## config.mk

```make
export PLATFORM = sky130hd
export DESIGN_NAME = decode_queue
export DESIGN_NICKNAME = d
export VERILOG_FILES = /design/src/rtl/decode_queue_pkg.sv /design/src/rtl/decode_queue_decoder.sv /design/src/rtl/decode_queue.sv
export SDC_FILE = /design/constraint.sdc
export NUM_CORES = 1
export LEC_CHECK = 0
export ABC_AREA = 0
export BUFFER_PORTS_ARGS = -buffer_cell sky130_fd_sc_hd__buf_2
export CAP_MARGIN = 30
export CORE_MARGIN = 2
export CORE_UTILIZATION = 53
export CTS_CLUSTER_SIZE = 28
export DETAILED_ROUTE_END_ITERATION = 16
export HOLD_SLACK_MARGIN = 0.12
export PLACE_DENSITY_LB_ADDON = 0.2
export SETUP_SLACK_MARGIN = 0.15
export SYNTH_ARGS = -nofsm -noshare
export SYNTH_HDL_FRONTEND = slang
export SYNTH_SLANG_ARGS = --single-unit
```

## constraint.sdc

```tcl
create_clock -name clk -period 6.4 [get_ports clk]
set_input_delay 1.28 -clock clk [delete_from_list [all_inputs] [get_ports clk]]
set_output_delay 1.28 -clock clk [all_outputs]
set_load 0.005 [all_outputs]
```

## src/rtl/decode_queue_pkg.sv

```systemverilog
// Shared types for the decode queue: opcode map, queue entry, decoded
// instruction record and the immediate-assembly helper.
package decode_queue_pkg;

    localparam int DQ_DEPTH_DEFAULT = 8;

    // RV32I base opcodes (inst[6:0]).
    typedef enum logic [6:0] {
        OPC_LOAD     = 7'h03,
        OPC_MISC_MEM = 7'h0F,
        OPC_OP_IMM   = 7'h13,
        OPC_AUIPC    = 7'h17,
        OPC_STORE    = 7'h23,
        OPC_OP       = 7'h33,
        OPC_LUI      = 7'h37,
        OPC_BRANCH   = 7'h63,
        OPC_JALR     = 7'h67,
        OPC_JAL      = 7'h6F,
        OPC_SYSTEM   = 7'h73
    } rv32i_opcode_t;

    // Immediate encoding formats.
    typedef enum logic [2:0] {
        FMT_R = 3'd0,
        FMT_I = 3'd1,
        FMT_S = 3'd2,
        FMT_B = 3'd3,
        FMT_U = 3'd4,
        FMT_J = 3'd5
    } imm_fmt_t;

    // One queued fetch packet.
    typedef struct packed {
        logic [31:0] pc;
        logic [31:0] inst;
    } iq_entry_t;

    // Fields and flags produced by the decoder for the head entry.
    typedef struct packed {
        logic [6:0]  opcode;
        logic [2:0]  funct3;
        logic [6:0]  funct7;
        logic [4:0]  rd;
        logic [4:0]  rs1;
        logic [4:0]  rs2;
        logic [31:0] imm;
        logic        uses_rs1;
        logic        uses_rs2;
        logic        writes_rd;
        logic        illegal;
    } decoded_inst_t;

    // Assemble the sign-extended immediate for a given format.
    function automatic logic [31:0] build_imm(input logic [31:0] inst, input imm_fmt_t fmt);
        logic [31:0] imm;
        case (fmt)
            FMT_I:   imm = {{20{inst[31]}}, inst[31:20]};
            FMT_S:   imm = {{20{inst[31]}}, inst[31:25], inst[11:7]};
            FMT_B:   imm = {{19{inst[31]}}, inst[31], inst[7], inst[30:25], inst[11:8], 1'b0};
            FMT_U:   imm = {inst[31:12], 12'h000};
            FMT_J:   imm = {{11{inst[31]}}, inst[31], inst[19:12], inst[20], inst[30:21], 1'b0};
            default: imm = 32'h0000_0000;
        endcase
        return imm;
    endfunction

endpackage

```

## src/rtl/decode_queue_decoder.sv

```systemverilog
// Purely combinational RV32I field decode of one instruction word.
module rv32i_decoder
    import decode_queue_pkg::*;
(
    input  logic [31:0]   inst,
    output decoded_inst_t dec
);

    imm_fmt_t fmt_s;
    logic     uses_rs1_s;
    logic     uses_rs2_s;
    logic     wr_s;
    logic     illegal_s;

    // Classify the opcode into an immediate format and operand-usage flags.
    always_comb begin
        fmt_s      = FMT_R;
        uses_rs1_s = 1'b0;
        uses_rs2_s = 1'b0;
        wr_s       = 1'b0;
        illegal_s  = 1'b0;
        case (inst[6:0])
            OPC_OP:       begin uses_rs1_s = 1'b1; uses_rs2_s = 1'b1; wr_s = 1'b1; end
            OPC_OP_IMM:   begin fmt_s = FMT_I; uses_rs1_s = 1'b1; wr_s = 1'b1; end
            OPC_LOAD:     begin fmt_s = FMT_I; uses_rs1_s = 1'b1; wr_s = 1'b1; end
            OPC_STORE:    begin fmt_s = FMT_S; uses_rs1_s = 1'b1; uses_rs2_s = 1'b1; end
            OPC_BRANCH:   begin fmt_s = FMT_B; uses_rs1_s = 1'b1; uses_rs2_s = 1'b1; end
            OPC_JALR:     begin fmt_s = FMT_I; uses_rs1_s = 1'b1; wr_s = 1'b1; end
            OPC_JAL:      begin fmt_s = FMT_J; wr_s = 1'b1; end
            OPC_LUI:      begin fmt_s = FMT_U; wr_s = 1'b1; end
            OPC_AUIPC:    begin fmt_s = FMT_U; wr_s = 1'b1; end
            // FENCE and ECALL/EBREAK are legal base instructions but touch
            // no integer registers from the scheduler's point of view.
            OPC_MISC_MEM: begin fmt_s = FMT_I; end
            OPC_SYSTEM:   begin fmt_s = FMT_I; end
            default:      begin illegal_s = 1'b1; end
        endcase
    end

    // Pack the raw fields and flags; a write to x0 is not a real write.
    always_comb begin
        dec.opcode    = inst[6:0];
        dec.funct3    = inst[14:12];
        dec.funct7    = inst[31:25];
        dec.rd        = inst[11:7];
        dec.rs1       = inst[19:15];
        dec.rs2       = inst[24:20];
        dec.imm       = build_imm(inst, fmt_s);
        dec.uses_rs1  = uses_rs1_s;
        dec.uses_rs2  = uses_rs2_s;
        dec.writes_rd = wr_s && (inst[11:7] != 5'd0);
        dec.illegal   = illegal_s;
    end

endmodule

```

## src/rtl/decode_queue.sv

```systemverilog
// Instruction queue between fetch and dispatch: circular FIFO of fetch
// packets with combinational decode of the head entry.
module decode_queue
    import decode_queue_pkg::*;
#(
    parameter int DEPTH = DQ_DEPTH_DEFAULT
) (
    input  logic        clk,
    input  logic        rst,
    input  logic        flush,
    input  logic        valid_inst,
    input  logic [63:0] inst_in,
    output logic        iq_full,
    input  logic        rob_full,
    input  logic        rs_full,
    output logic        dispatch_valid,
    output logic [31:0] dispatch_pc,
    output logic [31:0] dispatch_inst,
    output logic [6:0]  opcode,
    output logic [2:0]  funct3,
    output logic [6:0]  funct7,
    output logic [4:0]  rd,
    output logic [4:0]  rs1,
    output logic [4:0]  rs2,
    output logic [31:0] imm,
    output logic        uses_rs1,
    output logic        uses_rs2,
    output logic        writes_rd,
    output logic        illegal
);

    localparam int            PW         = (DEPTH > 1) ? $clog2(DEPTH) : 1;
    localparam int            CW         = PW + 1;
    localparam logic [CW-1:0] FULL_COUNT = CW'(DEPTH);

    logic [PW-1:0] head_q, head_d;
    logic [PW-1:0] tail_q, tail_d;
    logic [CW-1:0] count_q, count_d;
    iq_entry_t     mem_q [DEPTH];

    logic          push_s;
    logic          pop_s;
    iq_entry_t     head_entry_s;
    decoded_inst_t dec_s;

    // Handshake terms; fullness comes from the registered count only, so a
    // pop at full cannot make room for a push in the same cycle.
    always_comb begin
        iq_full        = (count_q == FULL_COUNT);
        dispatch_valid = (count_q != {CW{1'b0}}) && !flush;
        push_s         = valid_inst && !iq_full && !flush;
        pop_s          = dispatch_valid && !rob_full && !rs_full;
    end

    // Next pointer/count values; flush empties the queue outright.
    always_comb begin
        head_d  = head_q;
        tail_d  = tail_q;
        count_d = count_q;
        if (flush) begin
            head_d  = {PW{1'b0}};
            tail_d  = {PW{1'b0}};
            count_d = {CW{1'b0}};
        end else begin
            if (push_s) begin
                tail_d = tail_q + PW'(1);
            end else begin
                tail_d = tail_q;
            end
            if (pop_s) begin
                head_d = head_q + PW'(1);
            end else begin
                head_d = head_q;
            end
            case ({push_s, pop_s})
                2'b10:   count_d = count_q + CW'(1);
                2'b01:   count_d = count_q - CW'(1);
                default: count_d = count_q;
            endcase
        end
    end

    // Pointer and occupancy registers; reset overrides everything else.
    always_ff @(posedge clk) begin
        if (rst) begin
            head_q  <= {PW{1'b0}};
            tail_q  <= {PW{1'b0}};
            count_q <= {CW{1'b0}};
        end else begin
            head_q  <= head_d;
            tail_q  <= tail_d;
            count_q <= count_d;
        end
    end

    // Entry storage; left unreset because the pointers define what is live.
    always_ff @(posedge clk) begin
        if (push_s && !rst) begin
            mem_q[tail_q] <= inst_in;
        end
    end

    assign head_entry_s = mem_q[head_q];

    rv32i_decoder u_decoder (
        .inst (head_entry_s.inst),
        .dec  (dec_s)
    );

    assign dispatch_pc   = head_entry_s.pc;
    assign dispatch_inst = head_entry_s.inst;
    assign opcode        = dec_s.opcode;
    assign funct3        = dec_s.funct3;
    assign funct7        = dec_s.funct7;
    assign rd            = dec_s.rd;
    assign rs1           = dec_s.rs1;
    assign rs2           = dec_s.rs2;
    assign imm           = dec_s.imm;
    assign uses_rs1      = dec_s.uses_rs1;
    assign uses_rs2      = dec_s.uses_rs2;
    assign writes_rd     = dec_s.writes_rd;
    assign illegal       = dec_s.illegal;

endmodule

```

Word level (Yosys, flattened, before mapping)
Memory sizes are Yosys's and may differ from the RTL's. A register that Yosys moved wholly into a read port is not among the register bits.
Cells that the tools add are included.
Widths: inputs -> output; s select.
{"block": "word_totals", "ff_bits": 10, "mem_bits_rw": 512, "elab_cells": 60, "mem_count": 1}
{"block": "op_classes", "addsub": 4, "eq_ne": 19, "mux": 11, "n_reduce_logical": 22}
{"name": "mem_q", "depth": 8, "word_bits": 64, "rd": 1, "rd_clocked_by_memory_dff": 1, "write_ports": 1, "line_no": "decode_queue.sv:39", "rtl": "iq_entry_t mem_q [DEPTH];"}
{"operator": "$pmux 32 s5", "count": 1}
{"operator": "$eq 7x7->1 const B", "count": 4}
{"operator": "$eq 7x6->1 const B", "count": 3}
{"operator": "$pmux 3 s5", "count": 1}
{"operator": "$eq 7x5->1 const B", "count": 2}
{"operator": "$reduce_or 11->1", "count": 1}
{"operator": "$pmux 4 s2", "count": 1}
{"operator": "$eq 7x2->1 const B", "count": 1}
{"operator": "$eq 7x4->1 const B", "count": 1}
{"operator": "$logic_and 1x1->1", "count": 7}
{"operator": "$reduce_or 7->1", "count": 1}
{"operator": "$add 3x1->3 const B", "count": 2}
{"operator": "$eq 3x2->1 const B", "count": 2}
{"operator": "$eq 3x3->1 const B", "count": 2}
{"operator": "$mux 1", "count": 6}
{"operator": "$mux 3", "count": 2}
{"operator": "$reduce_or 6->1", "count": 1}
{"operator": "$logic_not 1->1", "count": 5}
{"operator": "$reduce_bool 5->1", "count": 1}
{"operator": "$reduce_or 5->1", "count": 1}
{"operator": "$add 4x1->4 const B", "count": 1}
{"operator": "$eq 4x4->1 const B", "count": 1}
{"operator": "$reduce_bool 4->1", "count": 1}
{"operator": "$reduce_or 2->1", "count": 2}
{"operator": "6 further kinds", "count": 6}

Longest topological paths before layout
{"block": "depth", "word_depth": 7, "depth_mapped": 11}

By module
Synthesis repeated with hierarchy kept, for this count alone.
{"block": "unflattened", "hier_cells": 966, "area_unflattened_um2": 20870.0}
{"mod": "decode_queue", "instances": 1, "cells_each": 821, "area_per_inst_um2": 19912.8, "seq_area_each_um2": 15635.0}
{"mod": "rv32i_decoder", "instances": 1, "cells_each": 145, "area_per_inst_um2": 957.2, "seq_area_each_um2": 0.0}

Worst setup path after synthesis
OpenSTA, ideal clock, no wires.
{"block": "synth_timing", "path_type": "in2reg", "start": "input port flush", "end": "memory mem_q[0][0] (netlist bit), enable pin", "setup_ns": 0.565, "arrival_time_ns": 6.316, "required_time_ns": 5.835, "slack_ns": -0.481, "stages": 3, "n_path_buf": 0, "path_cell_list": "or2_2 -> or3_1 -> nor3_1"}
{"block": "synth_via", "elab_chain_cells": 5}
{"element": "start, declared", "line_no": "decode_queue.sv:10", "rtl": "input logic flush,"}
{"element": "$logic_not 1->1", "line_no": "decode_queue.sv:51", "rtl": "push_s = valid_inst && !iq_full && !flush;"}
{"element": "$logic_and 1x1->1", "line_no": "decode_queue.sv:51"}
{"element": "$logic_and 1x1->1", "line_no": "decode_queue.sv:98", "rtl": "if (push_s && !rst) begin"}
{"element": "$mux 1", "line_no": "decode_queue.sv:98"}
{"element": "$mux 1 (implied by the code)", "line_no": "decode_queue.sv:99", "rtl": "mem_q[tail_q] <= inst_in;"}
{"element": "end, declared", "line_no": "decode_queue.sv:39"}
Every way passes these cells.

==> results.toml <==
[floorplanning]
dieWidth_um = 201
num_rows = 72
ios = 204
die-height_um = 201
initial_core_util_pct = 53.5
coreArea_um2 = 38600
die-area_um2 = 40500

[cells_and_area]
drive_gt1_share_pct = 39.2
utilization_pct = 61.6
syn2layout_area_growth_pct = 15.1
final_nets = 1246
stdcell_count = 1727

[synth]
syn-num-nets = 1044
synth_top_area_cell = "edfxtp_1"
synth_commonest_cells = "edfxtp_1, mux4_2, mux2_2"
synth_area_leaders = "edfxtp_1, mux4_2, mux2_2, dfxtp_1, buf_4"
async_flop_share_pct = 0
ys.flop_type = "edfxtp_1"
avgSynthCellArea_um2 = 21.3
yosysUniqueCellTypes = 44
ys_warn_count = 0
synth_most_common_cell = "edfxtp_1"
syn-cell-area_um2 = 20600
syn_inst = 968
yosysSeqAreaShare_pct = 75.8
yosysTopAreaCellShare_pct = 74.5
synth_seq_cells = 525
synth_edf_count = 512

[detailed_routing]
postRouteAntennaNets = 0
drt-total-wl_mm = 40.6
first_pass_iters = 5
drt-initial-drc-count = 809
num_vias = 9861
wl_per_cell_um = 23.5
post_drt_via_cell_ratio = 5.71
drcViolationCount = 0

[global_route]
grt_pass1_vias = 10100
antenna_found_initial = 5
grt_util_all_layers_pct = 20.4
grt_max_degree = 61
grt.overflow.total = 0
grt_pass1_wl_mm = 61.5

[cts]
hold_buffers = 0
cts_resized = 0
htreeDepth = 2
clkSlewWorstSetupHoldPaths_ns = 0.06
insertion_delay_ns = 0.58
tritoncts = "yes"
clock-sinks = 525
cts_buffers = 51
root_buffer = "clkbuf_16"
clockBufferDepth = 3
cts_setup_buffers = 0

[pwr]
powerDensity_nw_per_um2 = 286
vdd_ir_drop_max_v = 0.000293
p_leak_uw = 0.00775
total_power_uw = 6800

[timing]
clock.fmax_mhz = 189
drv_slew = 0
setup_violations = 0
rsz0062_at_grt = "no"
finalHoldViolations = 0
period_share_pct = 82.5
setup_tns_ns = 0
fin_skew_ns = 0.0179
finalCriticalPeriod_ns = 5.28
worst_pin_slew_ns = 0.905
slew_headroom_pct = 39.1
fin_ws_ns = 1.12

[placement]
place_worst_setup_slack_ns = 1.77
hpwl_mm = 22.8
io_buffers = 203
dp.cells = 1634
place_congestion = 0.888

[setup_path]
cp_max_fo = 45
slowest_stage = "dfxtp_4"
start_kind = "flop"
worstPathCellList = "buf_4 > mux4_2 > nand2_1 > o21ai_0 > nand4_1 > o21ai_0 > buf_2"
cp-end-kind = "output pin"
worst-setup-path-type = "flop to output pin"
cp.arrival_ns = 4.00
critPathMostFrequentCell = "o21ai_0"
cpPeakStageDelay_ns = 0.87
cp_data_required_time_ns = 5.12

[worst_hold_path]
holdCritPathClass = "flop to flop"

[run]
drv_cap = 0

[run_status]
status = "finished, final reports clean"
## power by group
part / switching, uW / internal, uW / leakage [uW]
Clock: 1200 / 1660 / 0.000780
Sequential: 5.12 / 3790 / 0.00472
Combinational: 93.9 / 56.6 / 0.00225
Total: 1290 / 5500 / 0.00775
## registers in the layout, indices dropped and copies added (netlist names), named ones only
| register | flops |
|---|---|
| mem_q | 512 |
| count_q | 4 |
| head_q | 3 |
| tail_q | 3 |
## final timing paths
path	depth (start not counted)	slack (ns)	to	from
worst max-delay path	7	1.12	imm[27]	flop
worst min-delay path	2	0.50	count_q[3]$_SDFFE_PP0P_	count_q[3]$_SDFFE_PP0P_
worst max register to register	5	3.58	mem_q[4][35]$_DFFE_PP_	count_q[0]$_SDFFE_PP0P_
worst min register to register	2	0.50	count_q[3]$_SDFFE_PP0P_	count_q[3]$_SDFFE_PP0P_
## metal layers
metal  routed length (um)  vias up  GRT usage, %
li1                     -     4337             -
met3                 2300       62          3.82
met5                   57        -             0
met4                  812        8          5.91
met2                20600      335          34.5
met1                16800     5119          27.5
## worst max-delay path: cells and delay by family, from the launching register on
kind | cells | cell delay (ns)
AO/OA/AOI/OAI | 2 | 0.83
buffers and inverters | 2 | 0.76
flip-flops | 1 | 0.87
multiplexers | 1 | 0.34
AND/OR/NAND/NOR | 2 | 0.58
## layout make-up
type / instances / area, um2
Multi-Input combinational cell: 335 / 4500
Tap cell: 518 / 648
Sequential cell: 525 / 15600
Inverter: 35 / 131
Antenna cell: 2 / 5.00
Clock inverter: 27 / 223
Clock buffer: 63 / 1360
Fill cell: 2780 / 14800
Timing Repair Buffer: 222 / 1230
## through the flow
step           cell area (um2)  hold WS (ns)
5_1_grt                  23700         0.555
6_report                 23700         0.503
4_1_cts                  23700         0.511
3_3_place_gp             22100         0.484
2_1_floorplan            20600         0.463
3_5_place_dp             22100         0.501
## kinds of logic after synthesis
family | count (synthesis) | share of synthesized area [%]
buf+inv | 108 | 2.75
fa+ha+maj | 7 | 0.449
flops | 525 | 75.8
simple gates | 71 | 1.58
xor+xnor | 8 | 0.340
mux | 192 | 17.5
compound gates | 57 | 1.61
## placed cells by master (no fill, tap or decap), types with 7 or more instances in the layout
master | netlist | final
edfxtp_1 | 512 | 512
buf_2 | 19 | 203
mux4_2 | 128 | 128
clkbuf_16 | 0 | 53
mux2_2 | 36 | 36
inv_1 | 33 | 33
o21ai_0 | 25 | 25
nor2_1 | 30 | 24
mux2i_1 | 24 | 24
nand2_1 | 16 | 16
buf_4 | 33 | 14
clkinv_1 | 1 | 13
a21oi_1 | 13 | 13
clkbuf_1 | 17 | 10
clkinv_2 | 0 | 10
dfxtp_1 | 13 | 10
nand3_1 | 7 | 7
Power figures use the tool's default switching activity.
